--- config.mk ---
export PLATFORM = sky130hd
export DESIGN_NAME = conv_result_writer
export DESIGN_NICKNAME = d
export VERILOG_FILES = /design/src/rtl/conv_result_writer_pkg.sv /design/src/rtl/conv_result_writer_chan_reduce.sv /design/src/rtl/conv_result_writer.sv
export SDC_FILE = /design/constraint.sdc
export NUM_CORES = 1
export LEC_CHECK = 0
export ABC_CLOCK_PERIOD_IN_PS = 2300
export CAP_MARGIN = 20
export CORE_AREA = 4 4 111 113
export CTS_BUF_LIST = sky130_fd_sc_hd__clkbuf_8
export DETAILED_ROUTE_END_ITERATION = 10
export DIE_AREA = 0 0 115 117
export GPL_TIMING_DRIVEN = 0
export PLACE_DENSITY = 0.75
export SYNTH_ARGS = -nofsm -noshare
export SYNTH_HDL_FRONTEND = slang
export SYNTH_HIERARCHICAL = 1
export SYNTH_SLANG_ARGS = --single-unit
--- constraint.sdc ---
create_clock -name iClk -period 2.3 [get_ports iClk]
set_input_delay 0.575 -clock iClk [delete_from_list [all_inputs] [get_ports iClk]]
set_output_delay 0.575 -clock iClk [all_outputs]
set_load 0.1 [all_outputs]
--- src/rtl/conv_result_writer_pkg.sv ---
// ============================================================================
// Module      : conv_result_writer_pkg
// Description : Shared types and constants for the convolution write-back stage.
// Revision    : 1.0 - initial release
// ============================================================================
`default_nettype none

package conv_result_writer_pkg;

    typedef enum logic [1:0] {
        ST_IDLE  = 2'd0,
        ST_RUN   = 2'd1,
        ST_FLUSH = 2'd2,
        ST_DONE  = 2'd3
    } state_t;

    localparam int DEF_WIDTH    = 480;
    localparam int DEF_HEIGHT   = 272;
    localparam int FRAME_PIXELS = DEF_WIDTH * DEF_HEIGHT;

    // RGB888 packing: R in the top byte
    localparam int CH_W     = 8;
    localparam int RGB_R_LO = 16;
    localparam int RGB_G_LO = 8;
    localparam int RGB_B_LO = 0;

    function automatic int frame_pixels(input int width, input int height);
        return width * height;
    endfunction

endpackage

`default_nettype wire

--- src/rtl/conv_result_writer_chan_reduce.sv ---
// ============================================================================
// Module      : chan_reduce
// Description : Reduces one signed MAC sum to an 8-bit channel value.
//               Saturating when CONV_SAT_EN is defined, truncating otherwise.
// Revision    : 1.0 - initial release
// ============================================================================
`default_nettype none

module chan_reduce #(
    parameter int SUM_W = 16
) (
    input  logic [SUM_W-1:0] iSum,
    output logic [7:0]       oPix
);

`ifdef CONV_SAT_EN
    logic w_neg;
    logic w_over;

    assign w_neg  = iSum[SUM_W-1];
    assign w_over = |iSum[SUM_W-2:8];

    always_comb begin
        oPix = iSum[7:0];
        if (w_neg) begin
            oPix = 8'h00;
        end else if (w_over) begin
            oPix = 8'hFF;
        end
    end
`else
    logic w_unusedHi;

    assign w_unusedHi = ^iSum[SUM_W-1:8];
    assign oPix       = iSum[7:0];
`endif

endmodule

`default_nettype wire

--- src/rtl/conv_result_writer.sv ---
// ============================================================================
// Module      : conv_result_writer
// Description : Writes convolved RGB888 pixels in raster order into the frame
//               BRAM through a small skid FIFO. Build option: CONV_SAT_EN.
// Revision    : 1.0 - initial release
// ============================================================================
`default_nettype none

module conv_result_writer
    import conv_result_writer_pkg::*;
#(
    parameter int SUM_W      = 16,
    parameter int ADDR_W     = 17,
    parameter int WIDTH      = 480,
    parameter int HEIGHT     = 272,
    parameter int FIFO_DEPTH = 2
) (
    input  logic               iClk,
    input  logic               iRst,
    input  logic               iEn,
    input  logic               iValid,
    input  logic [3*SUM_W-1:0] iData,
    output logic               oBusy,
    output logic               oCs,
    output logic               oWe,
    output logic [ADDR_W-1:0]  oAddr,
    output logic [23:0]        oData,
    input  logic               iMemBusy,
    output logic               oFrameDone
);

    localparam int FRAME_N = frame_pixels(WIDTH, HEIGHT);
    localparam int CNT_W   = $clog2(FRAME_N + 1);
    localparam int PTR_W   = $clog2(FIFO_DEPTH);
    localparam int LVL_W   = PTR_W + 1;

    state_t             r_state;
    state_t             w_stateNext;
    logic [23:0]        r_fifo [FIFO_DEPTH];
    logic [PTR_W-1:0]   r_rdPtr;
    logic [PTR_W-1:0]   r_wrPtr;
    logic [LVL_W-1:0]   r_level;
    logic [CNT_W-1:0]   r_acceptCnt;
    logic [ADDR_W-1:0]  r_writeCnt;
    logic               r_cs;
    logic [ADDR_W-1:0]  r_addr;
    logic [23:0]        r_data;

    logic [23:0]        w_pix;
    logic               w_full;
    logic               w_empty;
    logic               w_push;
    logic               w_pop;
    logic               w_lastAccept;

    chan_reduce #(.SUM_W(SUM_W)) u_redR (
        .iSum (iData[3*SUM_W-1:2*SUM_W]),
        .oPix (w_pix[RGB_R_LO +: CH_W])
    );

    chan_reduce #(.SUM_W(SUM_W)) u_redG (
        .iSum (iData[2*SUM_W-1:SUM_W]),
        .oPix (w_pix[RGB_G_LO +: CH_W])
    );

    chan_reduce #(.SUM_W(SUM_W)) u_redB (
        .iSum (iData[SUM_W-1:0]),
        .oPix (w_pix[RGB_B_LO +: CH_W])
    );

    assign w_full  = (r_level == LVL_W'(FIFO_DEPTH));
    assign w_empty = (r_level == '0);

    // Backpressure only looks at registers so upstream never sees a loop
    assign oBusy = w_full || (r_state == ST_FLUSH) || (r_state == ST_DONE);

    // Pop reads registered FIFO contents only; an empty FIFO never bypasses
    assign w_push       = iEn && iValid && !oBusy;
    assign w_pop        = iEn && !iMemBusy && !w_empty;
    assign w_lastAccept = w_push && (r_acceptCnt == CNT_W'(FRAME_N - 1));

    always_comb begin
        w_stateNext = r_state;
        if (iEn) begin
            case (r_state)
                ST_IDLE: begin
                    if (w_lastAccept) begin
                        w_stateNext = ST_FLUSH;
                    end else if (w_push) begin
                        w_stateNext = ST_RUN;
                    end
                end
                ST_RUN: begin
                    if (w_lastAccept) begin
                        w_stateNext = ST_FLUSH;
                    end
                end
                ST_FLUSH: begin
                    if (w_empty) begin
                        w_stateNext = ST_DONE;
                    end
                end
                ST_DONE: begin
                    w_stateNext = ST_IDLE;
                end
                default: begin
                    w_stateNext = ST_IDLE;
                end
            endcase
        end
    end

    always_ff @(posedge iClk) begin
        if (w_push) begin
            r_fifo[r_wrPtr] <= w_pix;
        end
    end

    always_ff @(posedge iClk) begin
        if (iRst) begin
            r_state     <= ST_IDLE;
            r_rdPtr     <= '0;
            r_wrPtr     <= '0;
            r_level     <= '0;
            r_acceptCnt <= '0;
            r_writeCnt  <= '0;
            r_cs        <= 1'b0;
            r_addr      <= '0;
            r_data      <= '0;
        end else begin
            r_state <= w_stateNext;
            r_cs    <= w_pop;

            if (w_push) begin
                r_wrPtr     <= r_wrPtr + PTR_W'(1);
                r_acceptCnt <= r_acceptCnt + CNT_W'(1);
            end

            if (w_pop) begin
                r_data  <= r_fifo[r_rdPtr];
                r_addr  <= r_writeCnt;
                r_rdPtr <= r_rdPtr + PTR_W'(1);
                if (r_writeCnt == ADDR_W'(FRAME_N - 1)) begin
                    r_writeCnt <= '0;
                end else begin
                    r_writeCnt <= r_writeCnt + ADDR_W'(1);
                end
            end

            if (w_push && !w_pop) begin
                r_level <= r_level + LVL_W'(1);
            end else if (!w_push && w_pop) begin
                r_level <= r_level - LVL_W'(1);
            end

            if (iEn && (r_state == ST_DONE)) begin
                r_acceptCnt <= '0;
                r_writeCnt  <= '0;
            end
        end
    end

    assign oCs        = r_cs;
    assign oWe        = r_cs;
    assign oAddr      = r_addr;
    assign oData      = r_data;
    assign oFrameDone = (r_state == ST_DONE);

endmodule

`default_nettype wire

Word level (Yosys, flattened, before mapping)
Memory sizes are Yosys's and may differ from the RTL's. A register that Yosys moved wholly into a read port is not among the register bits.
Cells that the tools add are included.
- memory bits (writable): 48
- logic and storage cells: 54
- memories kept: 1
- input port bits: 53
- register bits: 58
- eq/ne operators: 9
- mux-type cells: 10
- $add $sub $neg: 6
- reduce and logical (&&, ||, !) cells: 20
- memory list (memory ; words ; width ; read ports ; clocked after memory_dff ; wr ports ; line ; source):
    r_fifo ; 2 ; 24 ; 1 ; 1 ; 1 ; conv_result_writer.sv:39 ; logic [23:0] r_fifo [FIFO_DEPTH];
- operators with widths (operator ; number):
    $add 17x1->17 const B ; 2
    $eq 17x17->1 const B ; 2
    $mux 17 ; 1
    $mux 2 ; 6
    $logic_and 1x1->1 ; 8
    $pmux 2 s4 ; 1
    $eq 2x2->1 const B ; 3
    $logic_not 1->1 ; 5
    $logic_not 2->1 ; 2
    $ne 2x2->1 const B ; 2
    $reduce_and 4->1 ; 1
    $ne 3x3->1 const B ; 1
    $add 1x1->1 const B ; 2
    $add 2x1->2 const B ; 1
    $eq 2x1->1 const B ; 1
    $logic_or 1x1->1 ; 2
    $mux 1 ; 2
    $reduce_bool 2->1 ; 1
    $reduce_or 2->1 ; 1
    $sub 2x1->2 const B ; 1

Logic depth before layout (Yosys ltp)
- depth after elaboration: 9
- depth in mapped cells: 9
- depth with buffers taken out: 9

Cells and area by module
Netlist, hierarchy kept.
- by module, submodules not included (module ; cells an instance ; times used ; area each (µm²) ; sequential area each (µm²)):
    conv_result_writer ; 464 ; 1 ; 5076.1 ; 3083.0
    chan_reduce ; 8 ; 3 ; 60.1 ; 0.0

Least setup slack after synthesis
OpenSTA, ideal clock, no wires.
- path kind: reg-to-reg
- from: register r_state[0]
- to: memory r_fifo[0][0] (enable)
- stages on the path, launching flop included: 5
- path buffers: 0
- data arrival time: 2.428 ns
- setup slack: -0.533 ns
- data required time: 1.895 ns
- library setup time: 0.405 ns
- cells stage by stage: dfxtp_1 > ha_1 > nor2_4 > nand3_1 > nor2_1
- elaborated cells on any way between the ends: 8
- classes of those cells: 2 x eq/ne; 2 x mux; 4 x reduce/logical
- RTL lines (what ; line ; source):
    start, declared ; conv_result_writer.sv:37 ; state_t r_state;
    start signal, assigned ; conv_result_writer.sv:131 ; r_state <= w_stateNext;
    $eq 2x2->1 ; -- ;
    named net oFrameDone ; conv_result_writer.sv:29 ; output logic oFrameDone
    $logic_or 1x1->1 ; conv_result_writer.sv:75 ; assign oBusy = w_full || (r_state == ST_FLUSH) || (r_state == ST_DONE);
    $logic_not 1->1 ; conv_result_writer.sv:78 ; assign w_push = iEn && iValid && !oBusy;
    $logic_and 1x1->1 ; conv_result_writer.sv:78 ;
    $mux 1 ; conv_result_writer.sv:114 ; if (w_push) begin
    $mux 1 (implied by the code) ; conv_result_writer.sv:115 ; r_fifo[r_wrPtr] <= w_pix;
    end, declared ; conv_result_writer.sv:39 ;
The timed path passes the listed nets, and every way through them passes these cells.

Worst setup path in the final report
- from: register r_addr[0], in the netlist oAddr[0]
- to: output oAddr[0]
- RTL lines (what ; line ; source):
    start, declared ; conv_result_writer.sv:46 ; logic [ADDR_W-1:0] r_addr;
    start signal, assigned ; conv_result_writer.sv:141 ; r_addr <= r_writeCnt;
    end, declared ; conv_result_writer.sv:26 ; output logic [ADDR_W-1:0] oAddr,
No word-level cell between the ends.

==> reports/metrics.yaml <==
outcome: "finished clean"
leakage_nw: 2.37
finish.net_count: 622
placement.io_buffers: 48
synth_area_per_cell_um2: 10.8
routed_wire_length_per_instance_um: 14.3
routed-via-count: 3640
number_of_antenna_violations_at_the_first_check_in_global_routing: 0
worstPathBufferInverterCount: 1
vdd_drop_max_uv: 649
holdCritPathClass: "in2reg"
grt_first_pass_wirelength_um: 17100
max_cap_viol_count: 0
clk_latency_worst_skew_pair_ns: 0.43
share_of_layout_cells_above_drive_strength_1_pct: 13.9
yosysSeqAreaShare_pct: 58.7
timing.slew.headroom_pct: 33.3
worstPathMaxFanout: 2
drt_iter0_markers: 106
grt_max_degree: 25
antenna-diode-count: 0
power_per_cell_area_mw_per_mm2: 822
post-route-util_pct: 55.9
place_congestion: 0.881
required_ns: 1.73
gr-usage-all-layers_pct: 16.4
clock_sink_count: 130
dp.final_hpwl_um: 7280
via_count_of_the_first_global_routing_pass: 3712
design.die.area_mm2: 0.0135
grt_setup_unrepaired: "no"
initial_core_util_pct: 46.4
tritoncts_clock_tree: "done"
post_synthesis_cell_count: 488
antenna_nets_post_route: 0
clock_skew_ns: 0.00724
synth_seq_cells: 130
dieHeight_um: 117
timing.critical_path.from_type: "flop"
post_synthesis_cell_area_mm2: 0.00526
worst-setup-path-type: "reg2out"
number_of_search_and_repair_iterations_in_the_first_detailed_routing_pass: 4
routed_vias_inst: 5.08
htreeDepth: 4
post_synth_num_cell_types: 43
grt-ovfl-total: 0
finalMaxSlewViolations: 0
fin_worst_hold_slack_ns: 0.323
chipWidth_um: 115
timing.critical_path.slowest_stage_cell: "sky130_fd_sc_hd__clkdlybuf4s15_1"
tritoncts.num_buffers: 17
routed_wl_um: 10300
worst_path_largest_cell_delay_ns: 0.84
fmax_ghz: 0.448
cpLargestDelayFamily: "buffers and inverters"
postSynthNetCount: 549
crit_path_end_kind: "output port"
core-area_mm2: 0.0113
cts_root_buf: "sky130_fd_sc_hd__clkbuf_8"
cts-root-to-sink-buffers: 2
hold_viol_final: 0
worstPathArrival_ns: 1.66
ys.warnings.count: 6
clkTransAtPathRegs_ns: 0.07
design.portCount: 98
num_rows: 39
drcViolationCount: 0
worst_slew_pin_slew_ns: 1.00
layout-area-overhead-vs-synth_pct: 20.4
worstPathCellList: "clkdlybuf4s15_1"
min_period_ns: 2.23
timing.final.setup_violations: 0
setup_total_negative_slack_ns: 0
final_min_period_over_clock_period_pct: 97.0
-- cell usage after synthesis, drive strengths merged --
cell type,number,area [um^2]
dfxtp,82,1640
nor2,66,255
nand2,55,206
edfxtp,48,1440
buf,32,219
a21oi,25,125
a211oi,24,180
mux2i,24,240
xnor2,17,149
clkbuf,14,52.6
xor2,14,123
nand3,11,55.1
nand4,10,77.6
ha,8,100
and4,7,61.3
nor3,7,40.0
and3,5,31.3
o21ai,5,28.8
inv,4,15.0
and2,3,20.0
o31ai,3,22.5
or3,3,18.8
a21o,2,15.0
nand2b,2,12.5
nor2b,2,12.5
nor3b,2,15.0
nor4,2,12.5
o31a,2,17.5
or4,2,15.0
a31o,1,8.76
a31oi,1,6.26
a41o,1,10.0
clkinv,1,3.75
nand4b,1,8.76
or2,1,6.26
or2b,1,8.76
-- per-layer routing --
metal	global-route usage (%)	vias to the layer above	routed length, um
li1	-	1838	-
met1	19.0	1691	4330
met2	26.9	92	5020
met3	6.68	19	695
met4	6.96	0	230
met5	0	-	0
-- kinds of logic (layout without fill, tap and decap cells) --
group | count (synthesis) | after routing | synth area share (%)
compound gates | 64 | 64 | 7.88
flops | 130 | 130 | 58.7
mux | 24 | 24 | 4.57
fa+ha+maj | 8 | 8 | 1.90
buf+inv | 51 | 137 | 5.52
xor+xnor | 31 | 31 | 5.17
simple gates | 180 | 180 | 16.3
-- where the power goes --
part           switching, mW  internal (mW)  total (mW)
clock network          0.800          0.952        1.75
registers             0.0551           2.50        2.56
logic                  0.656          0.235       0.892
-- timing repair --
action,4_1_cts,5_1_grt
buffers inserted,4,2
setup endpoints to repair,81,17
hold buffers,0,0
cloned,0,0
gates resized for setup,57,15
pin swaps,0,2
-- cell type report --
cell class / count / area, um^2
clock buffers: 18 / 248
multi-input cells: 307 / 1910
flip-flops and latches: 130 / 3080
well taps: 143 / 179
plain buffers: 45 / 269
repair buffers: 55 / 505
fillers: 987 / 4990
clock inverters: 14 / 113
inverters: 5 / 23.8
-- sequential cells by signal, summed over array words and instances (netlist names) --
name / flops
r_rdPtr: 1
r_writeCnt: 17
r_state: 2
r_wrPtr: 1
oData: 24
r_acceptCnt: 17
r_level: 2
r_fifo: 48
oCs: 1
oAddr: 17
-- stage by stage --
stage	instances	setup WS (ns)	power [mW]	area, um^2
after floorplan	488	0.0333	3.28	5260
after global placement	679	-0.904	3.47	5920
after detailed placement	680	-0.979	3.51	5950
after CTS	715	-0.245	5.24	6300
after global routing	717	0.00350	5.43	6330
final	717	0.0695	5.20	6330
-- worst paths after layout --
check / from / slack [ns] / to / cells past startpoint
setup / recovery: oAddr[0] / 0.07 / oAddr[0] / 1
hold / removal: iData[2] / 0.32 / r_fifo[0][2] / 1
setup reg to reg: r_state[0] / 0.21 / r_level[1] / 8
hold reg to reg: oAddr[15] / 0.45 / oAddr[15] / 2
-- placed cells by master (no fill, tap or decap), types with 6 or more instances in the layout --
master,count
sky130_fd_sc_hd__nor2_1,63
sky130_fd_sc_hd__buf_4,31
sky130_fd_sc_hd__nand4_1,9
sky130_fd_sc_hd__xor2_1,14
sky130_fd_sc_hd__mux2i_1,24
sky130_fd_sc_hd__nand2_1,55
sky130_fd_sc_hd__and4_1,7
sky130_fd_sc_hd__xnor2_1,17
sky130_fd_sc_hd__nand3_1,10
sky130_fd_sc_hd__ha_1,6
sky130_fd_sc_hd__inv_1,11
sky130_fd_sc_hd__dfxtp_1,82
sky130_fd_sc_hd__edfxtp_1,48
sky130_fd_sc_hd__nor3_1,6
sky130_fd_sc_hd__a211oi_1,24
sky130_fd_sc_hd__clkbuf_1,13
sky130_fd_sc_hd__dlygate4sd2_1,37
sky130_fd_sc_hd__a21oi_1,25
sky130_fd_sc_hd__clkbuf_8,18
Note: power is estimated with default switching activity, not from simulation.
